==> src/rtl/imm_ext_unit_if.sv <==
// Request/response bundle for the immediate-extension unit.
// The unit takes the slave view; whoever feeds and drains it takes the master view.
interface imm_ext_unit_if #(
  parameter int DATA_W  = 32,
  parameter int JADDR_W = 26
);
  logic               in_valid;
  logic               in_ready;
  logic [2:0]         in_mode;
  logic [JADDR_W-1:0] in_imm;
  logic [DATA_W-1:0]  in_pc;
  logic               out_valid;
  logic               out_ready;
  logic [DATA_W-1:0]  out_data;
  logic               out_mode_err;

  modport master (
    output in_valid, in_mode, in_imm, in_pc, out_ready,
    input  in_ready, out_valid, out_data, out_mode_err
  );

  modport slave (
    input  in_valid, in_mode, in_imm, in_pc, out_ready,
    output in_ready, out_valid, out_data, out_mode_err
  );
endinterface

==> src/rtl/imm_ext_unit.sv <==
// Registered immediate extender: decodes one of six modes at push time and
// buffers the result in a 2-entry FIFO with valid/ready on both sides.
module imm_ext_unit #(
  parameter int DATA_W  = 32,
  parameter int IMM_W   = 16,
  parameter int JADDR_W = 26
) (
  input logic            clk,
  input logic            rst_n,
  imm_ext_unit_if.slave  bus_if
);
  localparam logic [DATA_W-1:0] JMASK = {DATA_W{1'b1}} << (JADDR_W + 2);

  logic [DATA_W-1:0] data_q [2];
  logic              err_q  [2];
  logic              wr_ptr_q, rd_ptr_q;
  logic              wr_ptr_d, rd_ptr_d;
  logic [1:0]        count_q, count_d;
  logic [DATA_W-1:0] out_data_q, out_data_d;
  logic              out_err_q, out_err_d;

  logic [IMM_W-1:0]  imm_i;
  logic [DATA_W-1:0] sext_v;
  logic [DATA_W-1:0] ext_data;
  logic              ext_err;
  logic              push, pop;

  assign imm_i  = bus_if.in_imm[IMM_W-1:0];
  assign sext_v = {{(DATA_W-IMM_W){imm_i[IMM_W-1]}}, imm_i};

  always_comb begin
    ext_data = '0;
    ext_err  = 1'b0;
    case (bus_if.in_mode)
      3'd0:    ext_data = sext_v;
      3'd1:    ext_data = sext_v << 2;
      3'd2:    ext_data = DATA_W'(4);
      3'd3:    ext_data = (bus_if.in_pc & JMASK) | (DATA_W'(bus_if.in_imm) << 2);
      3'd4:    ext_data = DATA_W'(imm_i);
      3'd5:    ext_data = DATA_W'(imm_i) << IMM_W;
      default: ext_err  = 1'b1;
    endcase
  end

  assign push = bus_if.in_valid  && (count_q != 2'd2);
  assign pop  = bus_if.out_ready && (count_q != 2'd0);

  // The output register is loaded with whatever will be at the head after this
  // edge; a freshly pushed entry lands at the head when its slot is the next read slot.
  always_comb begin
    count_d = count_q;
    if (push && !pop)      count_d = count_q + 2'd1;
    else if (!push && pop) count_d = count_q - 2'd1;
    wr_ptr_d = push ? ~wr_ptr_q : wr_ptr_q;
    rd_ptr_d = pop  ? ~rd_ptr_q : rd_ptr_q;
    out_data_d = out_data_q;
    out_err_d  = out_err_q;
    if (count_d != 2'd0) begin
      if (push && (wr_ptr_q == rd_ptr_d)) begin
        out_data_d = ext_data;
        out_err_d  = ext_err;
      end else begin
        out_data_d = data_q[rd_ptr_d];
        out_err_d  = err_q[rd_ptr_d];
      end
    end
  end

  always_ff @(posedge clk or negedge rst_n) begin
    if (!rst_n) begin
      for (int k = 0; k < 2; k++) begin
        data_q[k] <= '0;
        err_q[k]  <= 1'b0;
      end
      wr_ptr_q   <= 1'b0;
      rd_ptr_q   <= 1'b0;
      count_q    <= 2'd0;
      out_data_q <= '0;
      out_err_q  <= 1'b0;
    end else begin
      if (push) begin
        data_q[wr_ptr_q] <= ext_data;
        err_q[wr_ptr_q]  <= ext_err;
      end
      wr_ptr_q   <= wr_ptr_d;
      rd_ptr_q   <= rd_ptr_d;
      count_q    <= count_d;
      out_data_q <= out_data_d;
      out_err_q  <= out_err_d;
    end
  end

  assign bus_if.in_ready     = (count_q != 2'd2);
  assign bus_if.out_valid    = (count_q != 2'd0);
  assign bus_if.out_data     = out_data_q;
  assign bus_if.out_mode_err = out_err_q;
endmodule

==> src/flat_wrapper.sv <==
// flat-port wrapper written by rule: the top's interface ports become plain ports
module imm_ext_unit_flat 
#(
  parameter int DATA_W  = 32,
  parameter int IMM_W   = 16,
  parameter int JADDR_W = 26
)
  (clk, rst_n, bus_if_in_valid, bus_if_in_mode, bus_if_in_imm, bus_if_in_pc, bus_if_out_ready, bus_if_in_ready, bus_if_out_valid, bus_if_out_data, bus_if_out_mode_err);
  imm_ext_unit_if #(.DATA_W(DATA_W), .JADDR_W(JADDR_W)) bus_if_i ();
  input logic clk;
  input logic rst_n;
  input wire logic [$bits(bus_if_i.in_valid)-1:0] bus_if_in_valid;
  input wire logic [$bits(bus_if_i.in_mode)-1:0] bus_if_in_mode;
  input wire logic [$bits(bus_if_i.in_imm)-1:0] bus_if_in_imm;
  input wire logic [$bits(bus_if_i.in_pc)-1:0] bus_if_in_pc;
  input wire logic [$bits(bus_if_i.out_ready)-1:0] bus_if_out_ready;
  output wire logic [$bits(bus_if_i.in_ready)-1:0] bus_if_in_ready;
  output wire logic [$bits(bus_if_i.out_valid)-1:0] bus_if_out_valid;
  output wire logic [$bits(bus_if_i.out_data)-1:0] bus_if_out_data;
  output wire logic [$bits(bus_if_i.out_mode_err)-1:0] bus_if_out_mode_err;
  assign bus_if_i.in_valid = bus_if_in_valid;
  assign bus_if_i.in_mode = bus_if_in_mode;
  assign bus_if_i.in_imm = bus_if_in_imm;
  assign bus_if_i.in_pc = bus_if_in_pc;
  assign bus_if_i.out_ready = bus_if_out_ready;
  assign bus_if_in_ready = bus_if_i.in_ready;
  assign bus_if_out_valid = bus_if_i.out_valid;
  assign bus_if_out_data = bus_if_i.out_data;
  assign bus_if_out_mode_err = bus_if_i.out_mode_err;
  imm_ext_unit #(.DATA_W(DATA_W), .IMM_W(IMM_W), .JADDR_W(JADDR_W)) u_core (.clk(clk), .rst_n(rst_n), .bus_if(bus_if_i));
endmodule
==> config.mk <==
export PLATFORM = sky130hd
export DESIGN_NAME = imm_ext_unit_flat
export DESIGN_NICKNAME = d
export VERILOG_FILES = /design/src/rtl/imm_ext_unit_if.sv /design/src/rtl/imm_ext_unit.sv /design/src/flat_wrapper.sv
export SDC_FILE = /design/constraint.sdc
export NUM_CORES = 1
export LEC_CHECK = 0
export BUFFER_PORTS_ARGS = -buffer_cell sky130_fd_sc_hd__buf_2
export CAP_MARGIN = 20
export CORE_UTILIZATION = 50
export CTS_CLUSTER_DIAMETER = 60
export DETAILED_ROUTE_END_ITERATION = 8
export PLACE_DENSITY = 0.73
export SETUP_SLACK_MARGIN = 0.15
export SLEW_MARGIN = 20
export SYNTH_ARGS = -nofsm -noshare
export SYNTH_HDL_FRONTEND = slang
export SYNTH_SLANG_ARGS = --single-unit
export TNS_END_PERCENT = 1
==> constraint.sdc <==
create_clock -name clk -period 6.9 [get_ports clk]
set_clock_uncertainty 0.2 [all_clocks]
set_input_delay 1.725 -clock clk [delete_from_list [all_inputs] [get_ports clk]]
set_output_delay 1.725 -clock clk [all_outputs]
set_load 0.05 [all_outputs]
* After elaboration in Yosys (flattened, before gate mapping)
Cells that the tools add are included.
Widths: inputs -> output; s select.
** Storage, ports and cells
- Bits in registers :: 103
- Output and inout bits :: 35
- Logic and storage cells :: 57
** Operators by class
- Add/sub/neg operators :: 2
- Magnitude comparators :: 3
- Equal/unequal tests :: 7
- Multiplexer cells :: 19
- Bitwise logic cells :: 5
- Reductions and logical operators :: 12
** Operator list (number)
- $pmux 32 s6 :: 1
- $mux 32 :: 5
- $bwmux 64 :: 1
- $demux 32 s1 :: 1
- $or 32x28->32 :: 1
- $mux 1 :: 7
- $eq 3x2->1 const B :: 2
- $eq 3x3->1 const B :: 2
- $logic_and 1x1->1 :: 6
- $reduce_or 6->1 :: 1
- $ge 2x2->1 const B :: 2
- $mux 2 :: 2
- $not 1->2 :: 2
- $reduce_bool 2->1 :: 2
- $eq 3x1->1 const B :: 1
- $logic_not 3->1 :: 1
- $add 2x1->2 const B :: 1
- $bwmux 2 :: 1
- $logic_not 1->1 :: 2
- $lt 2x1->1 const B :: 1
- $ne 2x2->1 const B :: 1
- $not 1->1 :: 2
- $sub 2x1->2 const B :: 1
- $demux 1 s1 :: 1
- $eq 1x1->1 :: 1

* Logic depth before layout (Yosys ltp)
- Word-level depth :: 8
- Depth in mapped cells :: 10

* Worst setup path before layout
No wires, ideal clock.
- Path kind :: input port to flip-flop
- Start :: in bus_if_out_ready
- End :: reg u_core.out_data_q[30] (netlist: u_core.bus_if.out_data[30])
- Library setup time :: 125 ps
- Data arrival time :: 3390 ps
- Data required time :: 6575 ps
- Slack :: 3185 ps
- Stages on the path :: 7
- Path buffers :: 2
- Path through :: nor2b_2 buf_6 xnor2_4 buf_2 mux2_2 mux2_1 mux2_4
** Between the ends
- Cells in the longest elaborated chain, start to end :: 7
** Ends and longest elaborated chain
- from (decl) :: line flat_wrapper.sv:16 : input wire logic [$bits(bus_if_i.out_ready)-1:0] bus_if_out_ready;
- $logic_and 1x1->1 * :: line imm_ext_unit.sv:46 : assign pop = bus_if.out_ready && (count_q != 2'd0);
- $mux 1 :: line imm_ext_unit.sv:55 : rd_ptr_d = pop ? ~rd_ptr_q : rd_ptr_q;
- $not 1->2 (not written as such) :: line imm_ext_unit.sv:63 : out_data_d = data_q[rd_ptr_d];
- $mux 32 (not written as such) (3 in a row) :: line imm_ext_unit.sv:63
- $mux 32 :: line imm_ext_unit.sv:59 : if (push && (wr_ptr_q == rd_ptr_d)) begin
- to (signal assigned) :: line imm_ext_unit.sv:88 : out_data_q <= out_data_d;
- to (decl) :: line imm_ext_unit.sv:19 : logic [DATA_W-1:0] out_data_q, out_data_d;
Mark *: on every way between the ends. The rest lies on a longest branch, timed or not. The select of a mux whose other input is x is not followed.
A chain may end at the register's enable or synchronous reset.

* Worst setup path in the final report
- Start :: in bus_if_in_valid
- End :: reg u_core.out_data_q[31] (netlist: u_core.bus_if.out_data[31])
** Between the ends
- Cells in the longest elaborated chain, start to end :: 6
** Ends and longest elaborated chain
- from (decl) :: line flat_wrapper.sv:12 : input wire logic [$bits(bus_if_i.in_valid)-1:0] bus_if_in_valid;
- $logic_and 1x1->1 * :: line imm_ext_unit.sv:45 : assign push = bus_if.in_valid && (count_q != 2'd2);
- $logic_not 1->1 :: line imm_ext_unit.sv:53 : else if (!push && pop) count_d = count_q - 2'd1;
- $logic_and 1x1->1 :: line imm_ext_unit.sv:53
- $mux 2 :: line imm_ext_unit.sv:53
- $mux 2 :: line imm_ext_unit.sv:52 : if (push && !pop) count_d = count_q + 2'd1;
- $reduce_bool 2->1 :: line imm_ext_unit.sv:58 : if (count_d != 2'd0) begin
Mark *: on every way between the ends. The rest lies on a longest branch, timed or not.

==> summary.md <==
| Metric | Value |
|---|---|
| Outcome | complete, no violations |
| Part of the power in combinational logic | 53.3% |
| P per Cell Area | 501 nW/um2 |
| Core ar. | 9910 um2 |
| WL per Instance | 18.5 um |
| Internal Power | 0.00173 W |
| Netlist Area Pre-Place | 5170 um2 |
| Final setup viols | 0 |
| Synthesis-to-layout area growth | 11.4% |
| WP data arrival | 3870 ps |
| First-pass GRT wire length | 19000 um |
| CP required | 6950 ps |
| Maximum fanout along the worst path | 40 |
| Dominant synthesized flop cell | dfrtp_1 |
| Yosys reg bits | 103 |
| Leakage | 3.05 nW |
| H-tree levels | 3 |
| Share of synthesized area occupied by flip-flops and latches | 49.9% |
| Total Wirelength | 11500 um |
| Post-synth net total | 492 |
| Std cell rows | 36 |
| CP Class | input port to flip-flop |
| Clk slew on worst S/H paths | 90 ps |
| Setup bufs post-CTS | 0 |
| Chip height | 104 um |
| Startpoint Class | input port |
| DIE WIDTH | 104 um |
| Skew-Pair Late Insertion Delay | 360 ps |
| Switch share | 40.0% |
| DRC violations left | 0 |
| Post-cts hold buffer count | 0 |
| Clock power share | 12.8% |
| Number of library cell types mapped by synthesis | 34 |
| Detailed-router iteration count before antenna repair | 5 |
| Ys async rst share | 100% |
| Relative slew margins | 34.5% |
| Hold Fails Final Rpt | 0 |
| Hold Path Class | flip-flop to flip-flop |
| Grt ovf | 0 |
| Seq pwr share | 33.8% |
| Placed Cells | 605 |
| Post-synth EDFFs | 0 |
| Worst slew pin tran | 980 ps |
| DRT iter0 DRCs | 245 |
| Final period util | 55.3% |
| IO buf count | 71 |
| Hpwl dp | 7590 um |
| Min cycle time layout | 3820 ps |
| Net Sw Power | 0.00115 W |
| F_max | 262 MHz |
| Largest net degree at the start of global routing | 65 |
| Layout cells sized above 1 | 30.9% |
| Syn Inst Count | 425 |
| Initial antenna violation count | 0 |
| Initial Utilization | 52.2% |
| Clock Tree Root | clkbuf_8 |
| Num CTS Buffers | 9 |
| Fin cells | 621 |
| Setup TNS | 0 ps |
| Vias in the first global route | 3581 |
| Mean Syn Cell Area | 12.2 um2 |
| Tot GR Track Use | 22.6% |
| Final Max Slew Viols | 0 |
| Die ar. | 10800 um2 |
| Crit. End Element | flip-flop |
| Utilization after layout | 58.1% |
| Routability Congestion | 0.897 |
| Routed vias/inst | 5.76 |
| Yosys warns | 0 |
| ANT nets after route | 0 |
| Post-cts gate resize count | 0 |
| Max rail drop VDD | 0.000515 V |
| Max Cap Viol | 0 |
| Layout Nets | 550 |
| Ant. Diodes | 0 |
| CTS tree | yes |
| Final hold slack | 286 ps |
| Clock buffer depth | 2 |
| DR vias | 3576 |
| # IOs | 100 |
| TritonCTS Sinks | 103 |
| RSZ-0062 raised after global routing | false |
| Fill count | 833 |
-- cells in the final DEF, fill, tap and decap left out, drive strengths merged --
master / n
dfrtp: 103
buf: 79
mux2: 66
nand2: 45
a22o: 45
mux2i: 35
o21ai: 35
a21o: 13
clkbuf: 11
a22oi: 10
inv: 7
a21oi: 5
nand3: 5
nor2b: 5
nor3b: 3
xnor2: 3
nor2: 2
nand2b: 2
a31oi: 2
ha: 2
clkinvlp: 2
clkinv: 2
o211ai: 1
nand4: 1
a32oi: 1
a2bb2oi: 1
or3b: 1
bufinv: 1
-- synth_stat cells, types with 2 or more instances --
master | count | area share [%]
clkbuf_1 | 19 | 1.4
mux2_4 | 31 | 9.0
buf_2 | 6 | 0.58
ha_1 | 2 | 0.48
nand2_1 | 45 | 3.3
inv_1 | 7 | 0.51
nor2_1 | 2 | 0.15
buf_8 | 2 | 0.58
nor2b_1 | 4 | 0.48
a22oi_1 | 10 | 1.5
nand3_1 | 5 | 0.48
dfrtp_1 | 103 | 50
nand2b_1 | 2 | 0.24
mux2_2 | 22 | 4.8
a21oi_1 | 5 | 0.48
a21o_1 | 13 | 1.9
a22o_1 | 45 | 7.6
a31oi_1 | 2 | 0.24
mux2i_1 | 35 | 6.8
o21ai_0 | 35 | 3.4
mux2_1 | 13 | 2.8
nor3b_1 | 3 | 0.44
buf_4 | 2 | 0.29
buf_6 | 2 | 0.44
-- cell type report --
type | instances | area, um2 | share of cell area (%)
sequential | 103 | 2580 | 44.8
multi-input combinational | 283 | 2380 | 41.3
timing repair buffer | 79 | 418 | 7.26
tap | 133 | 166 | 2.89
clock buffer | 11 | 131 | 2.28
clock inverter | 5 | 58.8 | 1.02
inverter | 7 | 26.3 | 0.456
-- registers in the layout, indices dropped and copies added, names as in the netlist --
register and cells:
u_core.count_q 2, u_core.rd_ptr_q 1, u_core.err_q 2, u_core.bus_if.out_mode_err 1
u_core.data_q 64, u_core.wr_ptr_q 1, u_core.bus_if.out_data 32
-- through the flow --
| step | power, W | setup slack [ps] | area (um2) |
|---|---|---|---|
| after global routing | 0.00307 | 3010 | 5760 |
| after global placement | 0.00249 | 2680 | 5570 |
| final | 0.00289 | 3080 | 5760 |
| after CTS | 0.00291 | 3090 | 5760 |
| after detailed placement | 0.00253 | 2680 | 5570 |
| after floorplan | 0.00229 | 3180 | 5170 |
-- metal layers --
metal  vias to the layer above  share of wire, %  global-route usage (%)
met4                         0               1.4                    6.63
met1                      1781                46                    31.4
met3                        12               5.1                    4.03
met5                         -                 0                       0
met2                       116                48                    36.2
li1                       1667                 -                       -
-- power by group through the flow --
stage	logic, W	registers [W]	clock network (W)
floorplan	0.00114	0.00115	0
global placement	0.00152	0.000969	0
detailed placement	0.00155	0.000985	0
CTS	0.00155	0.000976	0.000382
global route	0.00166	0.00100	0.000403
finish	0.00154	0.000976	0.000371
-- kinds of logic after synthesis --
group | after synthesis | synth area share [%]
compound gates | 113 | 15.6
flops | 103 | 49.9
mux | 101 | 23.4
simple gates | 64 | 5.52
buf+inv | 39 | 4.16
xor+xnor | 3 | 1.02
fa+ha+maj | 2 | 0.484
-- critical path, cell delays in order --
cell      delay [ps]
buf_2            100
nor2b_1          180
nand2b_1         110
buf_4            400
mux2_4           640
mux2_2           430
mux2_4           260
-- final timing paths --
kind                                              endpoint  slack, ps  depth (start not counted)              start
worst max register to register  u_core.bus_if.out_data[23]       3870                          8  u_core.count_q[0]
min in group asynchronous        u_core.bus_if.out_data[7]       1130                          1              rst_n
max in group asynchronous                 u_core.data_q[3]       4160                          2              rst_n
worst min-delay path                      u_core.data_q[2]        290                          2   u_core.data_q[2]
worst max-delay path            u_core.bus_if.out_data[31]       3080                          7    bus_if_in_valid
worst min register to register            u_core.data_q[2]        290                          2   u_core.data_q[2]
No activity file was read; power rests on OpenSTA's default activity.
